==> config.mk <==
export PLATFORM = sky130hd
export DESIGN_NAME = sparq_cmd_dispatcher_flat
export DESIGN_NICKNAME = d
export VERILOG_FILES = /design/src/rtl/sparq_cmd_dispatcher_pkg.sv /design/src/rtl/sparq_cmd_dispatcher_if.sv /design/src/rtl/sparq_cmd_channel.sv /design/src/rtl/sparq_cmd_dispatcher.sv /design/src/flat_wrapper.sv
export SDC_FILE = /design/constraint.sdc
export NUM_CORES = 2
export LEC_CHECK = 0
export CORE_AREA = 4 4 650 652
export DETAILED_ROUTE_END_ITERATION = 6
export DIE_AREA = 0 0 654 656
export PLACE_DENSITY = 0.37
export SYNTH_ARGS = -nofsm -noshare
export SYNTH_HDL_FRONTEND = slang
export SYNTH_SLANG_ARGS = --single-unit
==> constraint.sdc <==
create_clock -name clk -period 189.4 [get_ports clk]
set_input_delay 56.82 -clock clk [delete_from_list [all_inputs] [get_ports clk]]
set_output_delay 56.82 -clock clk [all_outputs]
set_load 0.02 [all_outputs]
==> src/rtl/sparq_cmd_dispatcher_pkg.sv <==
// rtl/sparq_cmd_dispatcher_pkg.sv - shared constants and types for the SPARQ command dispatcher
package sparq_cmd_dispatcher_pkg;

  localparam int FSIZE         = 32;
  localparam int COMMAND_WIDTH = 8;
  localparam int STATE_WIDTH   = 2;
  localparam int CMD_BASE      = 2;
  localparam int CMD_PHASES    = 3;
  localparam int ARG_WORDS     = 6;

  localparam logic [STATE_WIDTH-1:0] STATE_IDLE    = 2'd0;
  localparam logic [STATE_WIDTH-1:0] STATE_WORKING = 2'd1;

  typedef struct packed {
    logic                     valid;
    logic [COMMAND_WIDTH-1:0] command;
    logic [FSIZE-1:0]         data0;
    logic [FSIZE-1:0]         data1;
  } CommandDataPort;

  typedef logic [ARG_WORDS-1:0][FSIZE-1:0] DispatchArgs;

  typedef struct packed {
    logic       pending;
    logic       busy;
    logic [1:0] expect_ph;
  } ChanStatus;

endpackage

==> src/rtl/sparq_cmd_dispatcher_if.sv <==
// rtl/sparq_cmd_dispatcher_if.sv - host command stream into the dispatcher
interface sparq_cmd_dispatcher_if;
  import sparq_cmd_dispatcher_pkg::*;

  CommandDataPort cmd_in;
  logic           cmd_ready;

  modport master (output cmd_in, input cmd_ready);
  modport slave  (input cmd_in, output cmd_ready);
endinterface

==> src/rtl/sparq_cmd_channel.sv <==
// rtl/sparq_cmd_channel.sv - one engine channel: phase assembly, pending/busy job tracking
// Optional busy-cycle counter built when SPARQ_DISPATCH_PERF_EN is defined.
module sparq_cmd_channel
  import sparq_cmd_dispatcher_pkg::*;
#(
  parameter bit SINGLE = 1'b0
) (
  input  logic                   clk,
  input  logic                   rst,
  input  logic                   wr,
  input  logic [1:0]             phase,
  input  logic [FSIZE-1:0]       data0,
  input  logic [FSIZE-1:0]       data1,
  input  logic                   ch_ready,
  input  logic                   ch_done,
  output logic                   ch_valid,
  output DispatchArgs            args,
  output logic [STATE_WIDTH-1:0] state,
  output logic                   pending,
  output logic                   phase_err,
  output logic [31:0]            busy_cycles
);

  localparam logic [1:0] LAST = 2'(CMD_PHASES - 1);

  ChanStatus   st_q;
  DispatchArgs asm_q, asm_n, args_q;
  logic [1:0]  exp_n;
  logic        complete;
  logic        handshake;

  always_comb begin
    asm_n     = asm_q;
    exp_n     = st_q.expect_ph;
    complete  = 1'b0;
    phase_err = 1'b0;
    if (wr) begin
      if (SINGLE) begin
        asm_n              = '0;
        asm_n[{LAST, 1'b0}] = data0;
        asm_n[{LAST, 1'b1}] = data1;
        complete           = 1'b1;
      end else if (phase == 2'd0) begin
        // a fresh phase 0 always restarts the group, flagging any abandoned one
        phase_err = (st_q.expect_ph != 2'd0);
        asm_n[0]  = data0;
        asm_n[1]  = data1;
        exp_n     = 2'd1;
      end else if (phase == st_q.expect_ph) begin
        asm_n[{phase, 1'b0}] = data0;
        asm_n[{phase, 1'b1}] = data1;
        if (phase == LAST) begin
          complete = 1'b1;
          exp_n    = 2'd0;
        end else begin
          exp_n = phase + 2'd1;
        end
      end else begin
        phase_err = 1'b1;
        exp_n     = 2'd0;
      end
    end
  end

  assign ch_valid  = st_q.pending & ~st_q.busy;
  assign handshake = ch_valid & ch_ready;

  always_ff @(posedge clk or posedge rst) begin
    if (rst) begin
      st_q   <= '0;
      asm_q  <= '0;
      args_q <= '0;
    end else begin
      asm_q          <= asm_n;
      st_q.expect_ph <= exp_n;
      // cmd_ready guarantees no completion lands while a block is still pending
      if (complete) begin
        args_q       <= asm_n;
        st_q.pending <= 1'b1;
      end else if (handshake) begin
        st_q.pending <= 1'b0;
      end
      if (handshake) begin
        st_q.busy <= 1'b1;
      end else if (ch_done) begin
        st_q.busy <= 1'b0;
      end
    end
  end

  assign args    = args_q;
  assign pending = st_q.pending;
  assign state   = (st_q.pending | st_q.busy) ? STATE_WORKING : STATE_IDLE;

`ifdef SPARQ_DISPATCH_PERF_EN
  logic [31:0] cnt_q;

  always_ff @(posedge clk or posedge rst) begin
    if (rst) begin
      cnt_q <= '0;
    end else if (st_q.busy && cnt_q != '1) begin
      cnt_q <= cnt_q + 32'd1;
    end
  end

  assign busy_cycles = cnt_q;
`else
  assign busy_cycles = '0;
`endif

endmodule

==> src/rtl/sparq_cmd_dispatcher.sv <==
// rtl/sparq_cmd_dispatcher.sv - decodes host commands and dispatches argument blocks per engine channel
// Busy-cycle counters are built only when SPARQ_DISPATCH_PERF_EN is defined.
module sparq_cmd_dispatcher
  import sparq_cmd_dispatcher_pkg::*;
#(
  parameter int NUM_CH     = 7,
  parameter int CMD_BASE   = sparq_cmd_dispatcher_pkg::CMD_BASE,
  parameter int CMD_PHASES = sparq_cmd_dispatcher_pkg::CMD_PHASES,
  parameter int ARG_WORDS  = sparq_cmd_dispatcher_pkg::ARG_WORDS
) (
  input  logic                                     clk,
  input  logic                                     rst,
  sparq_cmd_dispatcher_if.slave                    cmd,
  output logic [NUM_CH-1:0]                        ch_valid,
  input  logic [NUM_CH-1:0]                        ch_ready,
  output logic [NUM_CH-1:0][ARG_WORDS-1:0][FSIZE-1:0] ch_args,
  input  logic [NUM_CH-1:0]                        ch_done,
  output logic [NUM_CH-1:0][STATE_WIDTH-1:0]       ch_state,
  output logic                                     err,
  input  logic                                     err_clr,
  output logic [NUM_CH-1:0][31:0]                  busy_cycles
);

  localparam logic [1:0] LAST = 2'(CMD_PHASES - 1);

  logic [NUM_CH-1:0] sel, pending, phase_err;
  logic [1:0]        phase;
  logic              legal, ready, accept, err_set;

  always_comb begin
    sel   = '0;
    phase = 2'd0;
    legal = 1'b0;
    if (int'(cmd.cmd_in.command) == 1) begin
      sel[0] = 1'b1;
      phase  = LAST;
      legal  = 1'b1;
    end
    for (int i = 1; i < NUM_CH; i++) begin
      for (int k = 0; k < CMD_PHASES; k++) begin
        if (int'(cmd.cmd_in.command) == CMD_BASE + (i - 1) * CMD_PHASES + k) begin
          sel[i] = 1'b1;
          phase  = 2'(k);
          legal  = 1'b1;
        end
      end
    end
  end

  // registered pending: stays conservative even if the slot drains this cycle
  assign ready         = !((phase == LAST) && |(sel & pending));
  assign cmd.cmd_ready = ready;
  assign accept        = cmd.cmd_in.valid & ready;
  assign err_set       = (accept & ~legal) | (|phase_err);

  always_ff @(posedge clk or posedge rst) begin
    if (rst) begin
      err <= 1'b0;
    end else if (err_set) begin
      err <= 1'b1;
    end else if (err_clr) begin
      err <= 1'b0;
    end
  end

  for (genvar g = 0; g < NUM_CH; g++) begin : g_ch
    sparq_cmd_channel #(
      .SINGLE (g == 0)
    ) u_ch (
      .clk         (clk),
      .rst         (rst),
      .wr          (accept & sel[g]),
      .phase       (phase),
      .data0       (cmd.cmd_in.data0),
      .data1       (cmd.cmd_in.data1),
      .ch_ready    (ch_ready[g]),
      .ch_done     (ch_done[g]),
      .ch_valid    (ch_valid[g]),
      .args        (ch_args[g]),
      .state       (ch_state[g]),
      .pending     (pending[g]),
      .phase_err   (phase_err[g]),
      .busy_cycles (busy_cycles[g])
    );
  end

endmodule

==> src/flat_wrapper.sv <==
// flat-port wrapper written by rule: the top's interface ports become plain ports
module sparq_cmd_dispatcher_flat import sparq_cmd_dispatcher_pkg::*;
#(
  parameter int NUM_CH     = 7,
  parameter int CMD_BASE   = sparq_cmd_dispatcher_pkg::CMD_BASE,
  parameter int CMD_PHASES = sparq_cmd_dispatcher_pkg::CMD_PHASES,
  parameter int ARG_WORDS  = sparq_cmd_dispatcher_pkg::ARG_WORDS
)
  (clk, rst, ch_valid, ch_ready, ch_args, ch_done, ch_state, err, err_clr, busy_cycles, cmd_cmd_in, cmd_cmd_ready);
  sparq_cmd_dispatcher_if cmd_i ();
  input  logic clk;
  input  logic rst;
  output logic [NUM_CH-1:0] ch_valid;
  input  logic [NUM_CH-1:0] ch_ready;
  output logic [NUM_CH-1:0][ARG_WORDS-1:0][FSIZE-1:0] ch_args;
  input  logic [NUM_CH-1:0] ch_done;
  output logic [NUM_CH-1:0][STATE_WIDTH-1:0] ch_state;
  output logic err;
  input  logic err_clr;
  output logic [NUM_CH-1:0][31:0] busy_cycles;
  input wire logic [$bits(cmd_i.cmd_in)-1:0] cmd_cmd_in;
  output wire logic [$bits(cmd_i.cmd_ready)-1:0] cmd_cmd_ready;
  assign cmd_i.cmd_in = cmd_cmd_in;
  assign cmd_cmd_ready = cmd_i.cmd_ready;
  sparq_cmd_dispatcher #(.NUM_CH(NUM_CH), .CMD_BASE(CMD_BASE), .CMD_PHASES(CMD_PHASES), .ARG_WORDS(ARG_WORDS)) u_core (.clk(clk), .rst(rst), .cmd(cmd_i), .ch_valid(ch_valid), .ch_ready(ch_ready), .ch_args(ch_args), .ch_done(ch_done), .ch_state(ch_state), .err(err), .err_clr(err_clr), .busy_cycles(busy_cycles));
endmodule
# Word level (Yosys, flattened, before mapping)
# Cells that the tools add are included.
# Widths: inputs -> output; s select.
[word_totals] elab_cells=389 output_inout_bits=1591 in_bits=90 regBits=2715
[classes] n_lt_le_gt_ge=4 n_reduce_logical=28 n_bitwise=40 mux=185 eq_ne=26 n_addsub=1
[ops] op="$mux 192" count=13
[ops] op="$bwmux 192" count=12
[ops] op="$mux 128" count=6
[ops] op="$mux 64" count=6
[ops] op="$demux 32 s2" count=2
[ops] op="$mux 1" count=112
[ops] op="$eq 8x5->1 const B" count=8
[ops] op="$mux 2" count=32
[ops] op="$mux 32" count=2
[ops] op="$reduce_bool 2->1" count=21
[ops] op="$eq 8x4->1 const B" count=4
[ops] op="$eq 8x6->1 const B" count=4
[ops] op="$and 1x1->1" count=23
[ops] op="$eq 8x3->1 const B" count=2
[ops] op="$eq 2x2->1" count=6
[ops] op="$eq 8x2->1 const B" count=1
[ops] op="$lt 3x4->1 const B" count=2
[ops] op="$not 1->1" count=8
[ops] op="$or 1x1->1" count=8
[ops] op="$and 7x7->7" count=1
[ops] op="$reduce_or 7->1" count=1
[ops] op="$ge 3x1->1 const B" count=2
[ops] op="$reduce_or 6->1" count=1
[ops] op="$logic_and 1x1->1" count=3
[ops] op="other kinds (4)" count=4

# Longest topological paths before layout
[depth] depth_word=29 ltp_mapped=13 ltp_nobuf=7

# Hierarchy
# Synthesis repeated with hierarchy kept, for this count alone.
[unflattened] cells_unflattened=5067 area_unflattened_um2=81799.7
[by_module_without_submodules] mod="sparq_cmd_channel at u_core.g_ch[1].u_ch ..." seq_area_each_um2=8107.8 cells_per_inst=734 area_per_inst_um2=12393.1 n_inst=6
[by_module_without_submodules] mod="sparq_cmd_channel at u_core.g_ch[0].u_ch" seq_area_each_um2=4854.7 cells_per_inst=589 area_per_inst_um2=6924.1 n_inst=1
[by_module_without_submodules] mod="sparq_cmd_dispatcher" seq_area_each_um2=25.0 cells_per_inst=74 area_per_inst_um2=516.7 n_inst=1

# Worst setup path after synthesis
# No wires, ideal clock.
[synth_path] path_kind="in2out" from="input port cmd_cmd_in[68]" to="output port cmd_cmd_ready" setup_slack_ns=74.077 path_stages=8 t_required_ns=132.580 t_arrival_ns=58.503 path_buffers=3 path_cell_list="buf_2 -> or4_4 -> buf_6 -> a211oi_4 -> a22o_2 -> nor3_1 -> nand2b_1 -> buf_2"
[synth_between] elab_chain_cells=23 elab_cells_between_ends=62 classes_between="20 x eq/ne; 38 x mux; 1 x bitwise; 3 x reduce/logical"
[synth_lines] element="start, declared" line="flat_wrapper.sv:21" text="input wire logic [$bits(cmd_i.cmd_in)-1:0] cmd_cmd_in;"
[synth_lines] element="$eq 8x2->1" line="sparq_cmd_dispatcher.sv:34" text="if (int'(cmd.cmd_in.command) == 1) begin"
[synth_lines] element="$mux 2" line="sparq_cmd_dispatcher.sv:34"
[synth_lines] element="$mux 2 (18 in a row)" line="sparq_cmd_dispatcher.sv:41" text="if (int'(cmd.cmd_in.command) == CMD_BASE + (i - 1) * CMD_PHASES + k) begin"
[synth_lines] element="$eq 2x2->1" line="sparq_cmd_dispatcher.sv:51" text="assign ready = !((phase == LAST) && |(sel & pending));"
[synth_lines] element="$logic_and 1x1->1 *" line="sparq_cmd_dispatcher.sv:51"
[synth_lines] element="$logic_not 1->1 *" line="sparq_cmd_dispatcher.sv:51"
[synth_lines] element="end, declared" line="flat_wrapper.sv:22" text="output wire logic [$bits(cmd_i.cmd_ready)-1:0] cmd_cmd_ready;"
# Every way passes the cells marked *; elsewhere a longest branch is shown, timed or not.

# Worst setup path after layout
# Same ends and word-level chain as after synthesis.

==> key figures <==
Power and ir drop
  – Pint: 0.795 mW
  – Switch Pwr: between 0.2 and 0.3 mW
  – Flop pwr share: 44.7%
  – Clock share of power: approximately half
  – VDD IR max: 0.00592 mV
  – Switch share: 24.3%
  – PwrDens: 9.49 nW/µm²
  – Comb power frac: 4.4%
  – Leakage power figure: 53.7 nW

Global routing
  – Largest net degree at the start of global routing: 163
  – Met2 Usage GRT: 28.1%
  – Met3 usage in global routing: 4.19%
  – Total track usage: approximately 16%
  – Met1 Usage GRT: 19.7%
  – Most Crowded Layer GR: met2
  – Antenna violations before repair: 62
  – Remaining global-route overflow: 0
  – Global-route wire length before repair: a little under 500000 µm
  – Number of global-route vias before repair: 55700

Yosys
  – Adder-cell share of the synthesized area: 0%
  – Yosys Warn Count: 0
  – Synth Cell Area: 82100 µm²
  – Compound-Gate Fraction of Synth Area: 1.81%
  – Seq cells post-synth: ~2100
  – Most used DFF post-synth: dfrtp_1
  – Post-Synth XOR/XNOR Area: 0.149%
  – Avg Cell Area, Syn: 12.7 µm²
  – Post-synthesis async set-or-reset flop share: 100%
  – Number of enable flip-flop cells after synthesis: 0
  – Sequential share of the synthesized area: 65.2%
  – Synth Area in Simple Gates: 9.78%
  – Main combinational cell family by area after synthesis: multiplexers
  – Mapped Cells: 6471
  – Synth cell types: 65
  – Mux contribution to synthesized area: 17.7%

Die
  – Horiz. Die Dim: 654 µm
  – Total core area: 416000 µm²
  – Initial Utilization: 19.7%
  – DIE AREA: 429000 µm²
  – I/O pin count: 1681
  – Std cell rows: 237
  – Die H: between 600 and 700 µm

Timing
  – Hold Fails Final Rpt: 0
  – Final period util: 61.9%
  – Slew HR: 9.49%
  – Setup ws final: between 70 and 80 ns
  – Final setup vio count: 0
  – RSZ-0062 raised after global routing: false
  – Slew Limit Fails: 0
  – Fmax: 8.53 MHz
  – Fin crit period: 117.17 ns
  – Clk_skew: between 0.06 and 0.07 ns
  – Worst-margin pin slew: 1.36 ns
  – Setup TNS: 0 ns

Drt
  – Routed Antenna Nets: 0
  – Remaining DRCs: 0
  – DR pass1 iterations: 5
  – Wire length per cell: 26.7 µm
  – Iter 0 DRT Violations: 3404
  – Vias: 53800
  – Drt total wl: 363000 µm
  – Vias per cell: approximately 4

Worst setup path
  – CP Max Fanout: 18
  – Reg2reg path depth: 6
  – WP data required: 132.58 ns
  – Setup crit start kind: input port
  – R2r setup slk: 184.15 ns
  – Critical Path End: cmd_cmd_ready
  – Worst Setup End Kind: output port
  – RR Startpoint: u_core.g_ch[4].u_ch.pending$_DFFE_PP0P_
  – Crit path launch: cmd_cmd_in[68]
  – Critical path arrival: around 60 ns
  – Crit Path Category: input port to output port
  – Crit Reg-Reg Endpoint: u_core.g_ch[3].u_ch.args[55]$_DFFE_PP0P_

CTS
  – CTS H-tree lvls: 5
  – CTS tree: yes
  – Total CTS buffers: 276
  – Worst-Skew Late Latency: between 0.8 and 0.9 ns
  – Longest Clk Path Bufs: 4
  – Clk sinks: 2139
  – CTS Hold Bufs: 0
  – Worst-path clk slew: around 0.060 ns
  – CTS Root Cell: clkbuf_16
  – Post-CTS resize count: 0
  – Setup Fix Bufs, Post-CTS: 0

Hold path
  – Hold Crit Class: register to register

Placement
  – Post-Place Worst Slack: 72.27 ns
  – Detailed-placement wirelength estimate: 242000 µm
  – Port Buffers: 1449
  – Placed Area: 102000 µm²
  – RD Place Congestion: 0.826

Final layout
  – Post-route cell area: around 110000 µm²
  – Nets@finish: around 8000
  – Synthesis-to-finish area growth: 34.8%
  – Layout cell share with drive strength beyond 1: 22.4%

Outcome
  – Status: finished, final reports clean

Run
  – Max cap viols: 0
==> power by group through the flow <==
| stage | logic [mW] | clock network [mW] | registers [mW] |
|---|---|---|---|
| global placement | 0.0470 | 0 | 0.478 |
| finish | 0.0461 | 0.535 | 0.470 |
| CTS | 0.0479 | 0.555 | 0.470 |
| floorplan | 0.0290 | 0 | 0.481 |
| global route | 0.0510 | 0.572 | 0.471 |
| detailed placement | 0.0479 | 0 | 0.478 |
==> synth_stat cells, types with 3 or more instances <==
master | n | area [µm²]
dfrtp_1 | 2139 | 53500
nand2_1 | 1756 | 6590
mux2_2 | 1127 | 12700
buf_4 | 280 | 2100
clkbuf_1 | 237 | 890
o21ai_0 | 160 | 801
and2_1 | 135 | 845
buf_2 | 133 | 666
inv_1 | 106 | 398
mux2_1 | 96 | 1080
o21ai_1 | 46 | 230
mux2_4 | 39 | 586
buf_6 | 27 | 304
mux2i_1 | 20 | 200
buf_1 | 12 | 45.0
nor2_1 | 11 | 41.3
a21o_1 | 10 | 75.1
a22o_1 | 10 | 87.6
nor2b_1 | 10 | 62.6
nand3_1 | 9 | 45.0
and4_1 | 8 | 70.1
nor3_1 | 8 | 40.0
or2_2 | 8 | 50.1
xnor2_1 | 8 | 70.1
a21oi_1 | 7 | 35.0
nand4_1 | 7 | 43.8
xor2_1 | 6 | 52.6
nand2b_1 | 5 | 31.3
a211oi_1 | 3 | 22.5
and4b_1 | 3 | 30.0
o21a_1 | 3 | 22.5
==> layout by cell type, fill, tap and decap left out, drive strengths merged, types with 11 or more instances in the layout <==
master         synthesis  routed
buf                  452     182
mux2                1262    1262
bufinv                 0      15
nor2                  11      11
conb                   1     231
o21ai                206     206
and2                 135     135
inv                  106     124
dfrtp               2139    2139
a22o                  11      11
nand2               1756    1756
clkbuf               237     393
mux2i                 20      20
clkdlybuf4s50          0    1407
diode                  0      30
clkinv                 0      51
==> worst min-delay path by stage <==
stage / startpoint / end / slack [ns] / cells past startpoint
after floorplan: u_core.g_ch[6].u_ch.asm_q[127]$_DFF_PP0_ / u_core.g_ch[6].u_ch.asm_q[127]$_DFF_PP0_ / 0.44 / 2
after global placement: u_core.g_ch[6].u_ch.asm_q[88]$_DFF_PP0_ / u_core.g_ch[6].u_ch.asm_q[88]$_DFF_PP0_ / 0.45 / 2
after detailed placement: u_core.g_ch[3].u_ch.asm_q[121]$_DFF_PP0_ / u_core.g_ch[3].u_ch.args[121]$_DFFE_PP0P_ / 0.46 / 2
after CTS: u_core.g_ch[5].u_ch.asm_q[100]$_DFF_PP0_ / u_core.g_ch[5].u_ch.args[100]$_DFFE_PP0P_ / 0.44 / 2
after global routing: u_core.g_ch[5].u_ch.asm_q[100]$_DFF_PP0_ / u_core.g_ch[5].u_ch.args[100]$_DFFE_PP0P_ / 0.48 / 2
final: u_core.g_ch[3].u_ch.asm_q[68]$_DFF_PP0_ / u_core.g_ch[3].u_ch.args[68]$_DFFE_PP0P_ / 0.45 / 2
==> stage by stage <==
stage | util (%) | hold WS [ns] | instances | power (mW)
final | 26.6 | 0.446 | 13600 | 1.05
after floorplan | - | 0.439 | 6701 | 0.510
after global routing | 26.6 | 0.478 | 13600 | 1.09
after detailed placement | 24.4 | 0.455 | 13100 | 0.526
after CTS | 26.6 | 0.442 | 13600 | 1.07
after global placement | 24.4 | 0.450 | 13100 | 0.525
==> cells by family (layout without fill, tap and decap cells) <==
kind of cell,after synthesis,after routing
simple gates,1980,1980
xor+xnor,14,14
other cells,1,261
compound gates,260,260
mux,1282,1282
buf+inv,795,2176
flops,2139,2139
==> flip-flops by register name, summed over array words and instances (netlist names) <==
signal and cells:
u_core.err 1, u_core.g_ch.u_ch.args 1344, u_core.g_ch.u_ch.asm_q 768, u_core.g_ch.u_ch.pending 7
u_core.g_ch.u_ch.st_q 19
==> cell type report <==
type / instances / area, µm²
Fill cell: 43200 / 306000
Sequential cell: 2139 / 53500
Multi-Input combinational cell: 3767 / 25200
Timing Repair Buffer: 1589 / 15500
Clock buffer: 393 / 7960
Tap cell: 5497 / 6880
Clock inverter: 88 / 1220
Inverter: 106 / 405
Antenna cell: 30 / 75.1
==> critical path, cell delays in order <==
cell             delay, ns
clkdlybuf4s50_1       0.87
or4b_2                0.70
o22ai_1               0.37
a22o_2                0.29
nor3_1                0.10
nand2b_1              0.32
clkdlybuf4s50_1       0.87
==> metal layers <==
metal  vias up  share of wire (%)  wire length, µm
met3       486                7.1            25700
met4         6                4.5            16200
li1      23500                  -                -
met1     27900                 40           144000
met5         -              0.013               47
met2      1905                 49           177000
(Power assumes the default switching activity.)
